### config.mk
export PLATFORM = sky130hd
export DESIGN_NAME = data_mem_responder
export DESIGN_NICKNAME = d
export VERILOG_FILES = /design/src/rtl/mem_pkg.sv /design/src/rtl/word_ram.sv /design/src/rtl/data_mem_responder.sv
export SDC_FILE = /design/constraint.sdc
export NUM_CORES = 2
export LEC_CHECK = 0
export BUFFER_PORTS_ARGS = -buffer_cell sky130_fd_sc_hd__buf_2
export CORE_MARGIN = 2
export CORE_UTILIZATION = 25
export DETAILED_ROUTE_END_ITERATION = 8
export PLACE_DENSITY = 0.46
export SLEW_MARGIN = 20
export SYNTH_ARGS = -nofsm -noshare
export SYNTH_HDL_FRONTEND = slang
export SYNTH_SLANG_ARGS = --single-unit
### constraint.sdc
create_clock -name clk -period 13 [get_ports clk]
set_input_delay 2.6 -clock clk [delete_from_list [all_inputs] [get_ports clk]]
set_output_delay 2.6 -clock clk [all_outputs]
set_load 0.02 [all_outputs]
### src/rtl/mem_pkg.sv
// Shared types and helpers for the data-port responder: size codes, FSM states,
// store lane merging and access-legality checking.
package mem_pkg;

    typedef enum logic [2:0] {
        SZ_B  = 3'b000,
        SZ_H  = 3'b001,
        SZ_W  = 3'b010,
        SZ_BU = 3'b100,
        SZ_HU = 3'b101
    } size_e;

    typedef enum logic [2:0] {
        IDLE = 3'd0,
        RD   = 3'd1,
        MRG  = 3'd2,
        WR   = 3'd3,
        RESP = 3'd4
    } state_e;

    // Replace byte lane off (or lanes off..off+1 for a halfword) of old_word
    // with the right-aligned low bits of wdata.
    function automatic logic [31:0] lane_merge(
        input logic [31:0] old_word,
        input logic [31:0] wdata,
        input logic [1:0]  off,
        input logic        half
    );
        logic [31:0] mask;
        mask = (half ? 32'h0000_FFFF : 32'h0000_00FF) << {off, 3'b000};
        return (old_word & ~mask) | ((wdata << {off, 3'b000}) & mask);
    endfunction

    // High when the request must be answered with an error and no RAM access.
    function automatic logic addr_err(
        input logic       we,
        input logic [2:0] size,
        input logic [1:0] off
    );
        logic err;
        case (size)
            SZ_B:    err = 1'b0;
            SZ_BU:   err = we;
            SZ_H:    err = off[0];
            SZ_HU:   err = off[0] | we;
            SZ_W:    err = (off != 2'b00);
            default: err = 1'b1;
        endcase
        return err;
    endfunction

endpackage

### src/rtl/word_ram.sv
// Single-port word RAM with synchronous read and write; a write takes priority
// and leaves the read register untouched.
module word_ram #(
    parameter int ADDR_W = 8
) (
    input  logic              clk,
    input  logic [ADDR_W-3:0] addr_i,
    input  logic              re_i,
    input  logic              we_i,
    input  logic [31:0]       wdata_i,
    output logic [31:0]       rdata_o
);

    localparam int DEPTH = 2 ** (ADDR_W - 2);

    logic [31:0] mem_q [DEPTH];
    logic [31:0] rdata_q;

    always_ff @(posedge clk) begin
        if (we_i) begin
            mem_q[addr_i] <= wdata_i;
        end else if (re_i) begin
            rdata_q <= mem_q[addr_i];
        end
    end

    assign rdata_o = rdata_q;

endmodule

### src/rtl/data_mem_responder.sv
// Data-port responder: one load/store at a time against a word RAM, with
// read-modify-write for byte/halfword stores and shifted load data.
module data_mem_responder
    import mem_pkg::*;
#(
    parameter int ADDR_W = 8
) (
    input  logic        clk,
    input  logic        rst,
    input  logic        req_valid,
    output logic        req_ready,
    input  logic        req_we,
    input  logic [2:0]  req_size,
    input  logic [31:0] req_addr,
    input  logic [31:0] req_wdata,
    output logic        rsp_valid,
    input  logic        rsp_ready,
    output logic [31:0] rsp_rdata,
    output logic        rsp_err
);

    state_e            state_q;
    logic [ADDR_W-3:0] idx_q;
    logic [1:0]        off_q;
    logic              we_q;
    logic [2:0]        size_q;
    logic [31:0]       wdata_q;
    logic              rsp_valid_q;
    logic [31:0]       rsp_rdata_q;
    logic              rsp_err_q;

    logic              ram_re;
    logic              ram_we;
    logic [31:0]       ram_wdata;
    logic [31:0]       ram_rdata;
    logic              unused_addr;

    // Upper address bits are ignored so accesses wrap within the RAM.
    assign unused_addr = ^req_addr[31:ADDR_W];

    // RAM controls are decoded from the state register only; RD and the
    // write states are disjoint, so a read and a write never coincide.
    assign ram_re    = (state_q == RD);
    assign ram_we    = (state_q == WR) || ((state_q == MRG) && we_q);
    assign ram_wdata = (state_q == WR) ? wdata_q
                     : lane_merge(ram_rdata, wdata_q, off_q, (size_q == SZ_H));

    word_ram #(
        .ADDR_W (ADDR_W)
    ) u_ram (
        .clk     (clk),
        .addr_i  (idx_q),
        .re_i    (ram_re),
        .we_i    (ram_we),
        .wdata_i (ram_wdata),
        .rdata_o (ram_rdata)
    );

    always_ff @(posedge clk or posedge rst) begin
        if (rst) begin
            state_q     <= IDLE;
            idx_q       <= '0;
            off_q       <= 2'b00;
            we_q        <= 1'b0;
            size_q      <= 3'b000;
            wdata_q     <= 32'h0;
            rsp_valid_q <= 1'b0;
            rsp_rdata_q <= 32'h0;
            rsp_err_q   <= 1'b0;
        end else begin
            case (state_q)
                IDLE: begin
                    if (req_valid) begin
                        idx_q   <= req_addr[ADDR_W-1:2];
                        off_q   <= req_addr[1:0];
                        we_q    <= req_we;
                        size_q  <= req_size;
                        wdata_q <= req_wdata;
                        if (addr_err(req_we, req_size, req_addr[1:0])) begin
                            state_q     <= RESP;
                            rsp_valid_q <= 1'b1;
                            rsp_err_q   <= 1'b1;
                            rsp_rdata_q <= 32'h0;
                        end else if (req_we && (req_size == SZ_W)) begin
                            state_q <= WR;
                        end else begin
                            state_q <= RD;
                        end
                    end
                end
                RD: begin
                    state_q <= MRG;
                end
                MRG: begin
                    if (!we_q) begin
                        rsp_rdata_q <= ram_rdata >> {off_q, 3'b000};
                    end
                    state_q     <= RESP;
                    rsp_valid_q <= 1'b1;
                end
                WR: begin
                    state_q     <= RESP;
                    rsp_valid_q <= 1'b1;
                end
                RESP: begin
                    if (rsp_ready) begin
                        state_q     <= IDLE;
                        rsp_valid_q <= 1'b0;
                        rsp_rdata_q <= 32'h0;
                        rsp_err_q   <= 1'b0;
                    end
                end
                default: begin
                    state_q <= IDLE;
                end
            endcase
        end
    end

    assign req_ready = (state_q == IDLE);
    assign rsp_valid = rsp_valid_q;
    assign rsp_rdata = rsp_rdata_q;
    assign rsp_err   = rsp_err_q;

endmodule

# Word level (Yosys, flattened, before mapping)
# Memory sizes are Yosys's and may differ from the RTL's. A register that Yosys moved wholly into a read port is not among the register bits.
# Cells that the tools add are included.
[totals] reg_bits=81 ram_bits=2048 wordCells=70 memories=1
[op_classes] n_eq_ne=13 shifts=3 n_mux=22 bitwise=6 reduce_logical=16
[mem_list] name="u_ram.mem_q" depth=64 word_bits=32 read_ports=1 rd_ports_with_merged_regs=1 write_ports=1 line="word_ram.sv:16" source="logic [31:0] mem_q [DEPTH];"
[op_table] op="32-bit two-way mux" count=5
[op_table] op="32-bit case mux with 3 select lines" count=1
[op_table] op="32-bit AND" count=2
[op_table] op="32-bit inverter" count=1
[op_table] op="32-bit OR" count=1
[op_table] op="16-bit by 5-bit left shift with 32-bit output" count=1
[op_table] op="32-bit by 5-bit left shift with 32-bit output" count=1
[op_table] op="32-bit by 5-bit right shift with 32-bit output" count=1
[op_table] op="16-bit two-way mux" count=1
[op_table] op="3-bit case mux with 4 select lines" count=1
[op_table] op="3-bit by 1-bit equality test with 1-bit output, second input constant" count=3
[op_table] op="3-bit by 2-bit equality test with 1-bit output, second input constant" count=3
[op_table] op="3-bit equality test, second input constant" count=3
[op_table] op="3-bit two-way mux" count=3
[op_table] op="4-bit AND reduction" count=2
[op_table] op="1-bit two-way mux" count=7
[op_table] op="3-bit logical NOT" count=2
[op_table] op="2-bit != test, second input constant" count=3
[op_table] op="2-bit AND reduction" count=3
[op_table] op="3-bit nonzero test" count=2
[op_table] op="1-bit case mux with 5 select lines" count=1
[op_table] op="5-bit AND reduction" count=1
[op_table] op="2-bit nonzero test" count=2
[op_table] op="1-bit case mux with 3 select lines" count=1
[op_table] op="other kinds (8)" count=9

# Longest topological paths before layout
[logic_depth] depth_word=7 depth_mapped=10 mapped_depth_nobuf=5

# Hierarchy
# From an unflattened synthesis, not the netlist that was laid out.
[hier_totals] hier_cells=4876 area_unflattened_um2=83994.3
[modules_own_cells] module="word_ram" instances=1 cells_each=4454 area_per_inst_um2=79268.5
[modules_own_cells] module="data_mem_responder" instances=1 cells_each=422 area_per_inst_um2=4725.8

# Worst setup path before layout
# OpenSTA, ideal clock, no wires.
[synth_timing] path_type="register to register" startpoint="register off_q[0]" endpoint="memory u_ram.mem_q[0][16], data pin" arrival_ns=3.792 required_time_ns=12.298 setup_slack_ns=8.506 path_stages_with_launch=7 period_less_slack_ns=4.494 cell_sequence="dfrtp_1 > buf_2 > inv_1 > clkbuf_1 > a21oi_2 > mux2i_1 > o21ai_0"
[synth_between] elab_chain_len=5 elab_cells_between_ends=7 classes_between="shift: 2; mux: 1; bitwise: 4"
[synth_rtl] element="from (decl)" line="data_mem_responder.sv:24" source="logic [1:0] off_q;"
[synth_rtl] element="from (signal assigned)" line="data_mem_responder.sv:75" source="off_q <= req_addr[1:0];"
[synth_rtl] element="16-bit by 5-bit left shift with 32-bit output" line="mem_pkg.sv:30" source="mask = (half ? 32'h0000_FFFF : 32'h0000_00FF) << {off, 3'b000};"
[synth_rtl] element="32-bit inverter" line="mem_pkg.sv:31" source="return (old_word & ~mask) | ((wdata << {off, 3'b000}) & mask);"
[synth_rtl] element="32-bit AND" line="mem_pkg.sv:31"
[synth_rtl] element="32-bit OR (*)" line="mem_pkg.sv:31"
[synth_rtl] element="32-bit two-way mux (*)" line="data_mem_responder.sv:45" source="assign ram_wdata = (state_q == WR) ? wdata_q"
[synth_rtl] element="via ram_wdata[16]" line="data_mem_responder.sv:34" source="logic [31:0] ram_wdata;"
[synth_rtl] element="to (decl)" line="word_ram.sv:16"
# Mark *: on every way through the listed nets, which the timed path passes. The rest lies on a longest branch.

==> impl_metrics.env <==
export IMPL_grt_usage_pct=13.9
export IMPL_io_buffers=82
export IMPL_regArea_sq_mm=0.0645
export IMPL_syn_num_nets=4372
export IMPL_dr_first_iter_drc_count=4500
export IMPL_max_cap_violations=0
export IMPL_cp_max_fo=56
export IMPL_yosysWarningCount=0
export IMPL_drc=0
export IMPL_clk_pin_slew_worst_paths_ns=0.06
export IMPL_ios=107
export IMPL_cellPowerDensity_mw_per_mm2=227
export IMPL_final_max_slew_viol_count=0
export IMPL_gp_congestion=0.769
export IMPL_grt_max_degree=151
export IMPL_yosys_top_cells_area="edfxtp_1 (75%), mux4_2 (6.8%), mux2i_1 (5.1%)"
export IMPL_crit_path_end_kind="register"
export IMPL_tightest_slew_ns=1.10
export IMPL_die_width_microns=581
export IMPL_setup_viol=0
export IMPL_final_fill_count=32590
export IMPL_finalHoldViolCount=0
export IMPL_timing_hold_ws_ns=0.480
export IMPL_clock_path_buffers=4
export IMPL_rr_startpoint="idx_q[1]$_DFFE_PP0P_"
export IMPL_worst_hold_path_type="register to register"
export IMPL_synthTopCellsByCount="edfxtp_1 (2080), mux2i_1 (423), a221oi_1 (257)"
export IMPL_finish_utilization_pct=29.1
export IMPL_crit_type="register to register"
export IMPL_multi_input_area_sq_mm=0.0183
export IMPL_vias_per_cell=4.74
export IMPL_grt_pass1_wl_microns=337000
export IMPL_ys_seq_area_share_pct=77.4
export IMPL_fin_skew_ns=0.0667
export IMPL_rows=211
export IMPL_cts_inserted_buffers=221
export IMPL_cp_start_kind="register"
export IMPL_timing_fmax_mhz=188
export IMPL_die_h_microns=581
export IMPL_die_area_sq_mm=0.338
export IMPL_cp_startpoint="idx_q[1]$_DFFE_PP0P_"
export IMPL_yosys_area_top_type="edfxtp_1"
export IMPL_insertion_delay_ns=0.87
export IMPL_rsz0062_at_grt="no"
export IMPL_peakVddDrop_uv=154
export IMPL_ctsHoldBuffers=0
export IMPL_post_cts_setup_buffers=0
export IMPL_min_period_over_period_pct=41.0
export IMPL_syn_cell_area_sq_mm=0.0833
export IMPL_finalNetCount=4530
export IMPL_cts_root_buf="clkbuf_16"
export IMPL_setup_tns_final_ns=0
export IMPL_grt_overflow_total=0
export IMPL_tritoncts="built"
export IMPL_syn_to_final_growth_pct=15.7
export IMPL_yosysMostFrequentCell="edfxtp_1"
export IMPL_ant_nets=0
export IMPL_cts_max_level=4
export IMPL_hold_start="rsp_rdata[26]$_DFFE_PP0P_"
export IMPL_post_cts_resized=0
export IMPL_synth_seq_cells=2161
export IMPL_dpl_hpwl_microns=126000
export IMPL_synth_cells=4300
export IMPL_synth_edf_count=2080
export IMPL_core_area_sq_mm=0.331
export IMPL_period_minus_slack_ns=5.33
export IMPL_worstPathRequired_ns=13.46
export IMPL_num_vias=42659
export IMPL_wl_per_cell_microns=26.8
export IMPL_maxSlewHeadroom_pct=26.5
export IMPL_start_util_pct=25.2
export IMPL_syn_avg_cell_area_sq_um=19.4
export IMPL_synth_top_area_share_pct=75.0
export IMPL_async_reset_ff_share_pct=3.75
export IMPL_cts_sinks=2161
export IMPL_synthDistinctLibCells=56
export IMPL_grt_antenna_before_repair=16
export IMPL_wl_microns=241000
export IMPL_arrival_ns=5.78
export IMPL_synth_top_flop_cell="edfxtp_1"
export IMPL_leakagePower_nw=30.0
export IMPL_firstDrtPassIters=5
export IMPL_grt_pass1_vias=43046
export IMPL_status="complete, no violations"
export IMPL_drive_above_1_share_pct=20.2
## worst paths after layout
check                      slack, ns                     endpoint  depth (start not counted)
max                             7.67  u_ram.rdata_o[11]$_DFFE_PP_                          8
min                             0.48    rsp_rdata[26]$_DFFE_PP0P_                          2
max reg2reg                     7.67  u_ram.rdata_o[11]$_DFFE_PP_                          8
min reg2reg                     0.48    rsp_rdata[26]$_DFFE_PP0P_                          2
max in group asynchronous      10.00         off_q[0]$_DFFE_PP0P_                          3
min in group asynchronous       1.83    rsp_rdata[21]$_DFFE_PP0P_                          2
## layout by cell type, fill, tap and decap left out, types with 7 or more instances in the layout
| cell type | instances |
|---|---|
| a21oi_1 | 25 |
| a221oi_1 | 257 |
| a22oi_1 | 33 |
| buf_12 | 9 |
| buf_2 | 82 |
| buf_4 | 131 |
| bufinv_16 | 8 |
| clkbuf_1 | 48 |
| clkbuf_16 | 222 |
| clkinv_1 | 65 |
| clkinv_2 | 31 |
| dfrtp_1 | 76 |
| edfxtp_1 | 2080 |
| inv_1 | 7 |
| mux2_2 | 60 |
| mux2i_1 | 423 |
| mux4_2 | 250 |
| nand2_1 | 115 |
| nand2b_1 | 10 |
| nand3_1 | 8 |
| nand4_1 | 32 |
| nor2_1 | 116 |
| nor2_4 | 65 |
| nor2b_1 | 11 |
| nor3_1 | 7 |
| o21ai_0 | 133 |
| o21ai_1 | 17 |
| o21ai_4 | 24 |
| o22a_1 | 60 |
| o22ai_1 | 137 |
| o31ai_1 | 8 |
## where the power goes
part           leakage [nW]  internal [mW]  switching, mW
clock network          3.20           3.30           2.62
logic                  7.03           2.05           4.66
registers              19.7           9.02          0.262
total                  30.0           14.4           7.54
## kinds of logic after synthesis
group                  Yosys count  share of synthesized area, %
flip-flops                    2161                          77.4
multiplexers                   734                          12.7
AO/OA/AOI/OAI                  714                          6.17
AND/OR/NAND/NOR                394                          2.09
buffers and inverters          297                          1.64
## registers in the layout (all words and copies together), names as in the netlist
name           cells
wdata_q           32
rsp_valid          1
state_q            3
rsp_err            1
rsp_rdata         32
off_q              2
we_q               1
u_ram.mem_q     2048
size_q             3
idx_q              6
u_ram.rdata_o     32
## metal layers
layer,track usage [%],wire [microns]
met1,19.7,109000
met2,22.3,113000
met3,2.15,13900
met4,3.08,5170
met5,0,0
## worst max-delay path, cell delays in order (launching register included)
cell     delay (ns)
dfrtp_4        0.71
buf_4          0.48
buf_4          0.68
buf_4          0.84
mux4_2         0.42
mux2i_1        0.15
o22ai_1        0.23
nor2_1         0.86
nand4_1        0.40
## stage by stage
step                      power (mW)  setup slack (ns)  instance area [sq um]  instances
after floorplan                 13.5              8.32                  83300       4300
after global placement          16.1              7.77                  89800       8601
after detailed placement        16.3              7.76                  89800       8601
after CTS                       22.2              7.70                  96400       8989
after global routing            22.8              7.39                  96400       8989
final                           21.9              7.67                  96400       8995
## cell type report
type,instances,area share [%]
inverter,10,0.0480
multi-input combinational,1842,18.9
clock inverter,112,0.758
tap,4366,5.67
antenna,6,0.0156
timing repair buffer,222,1.63
sequential,2161,66.9
clock buffer,276,6.04
Note: power is estimated with default switching activity, not from simulation.
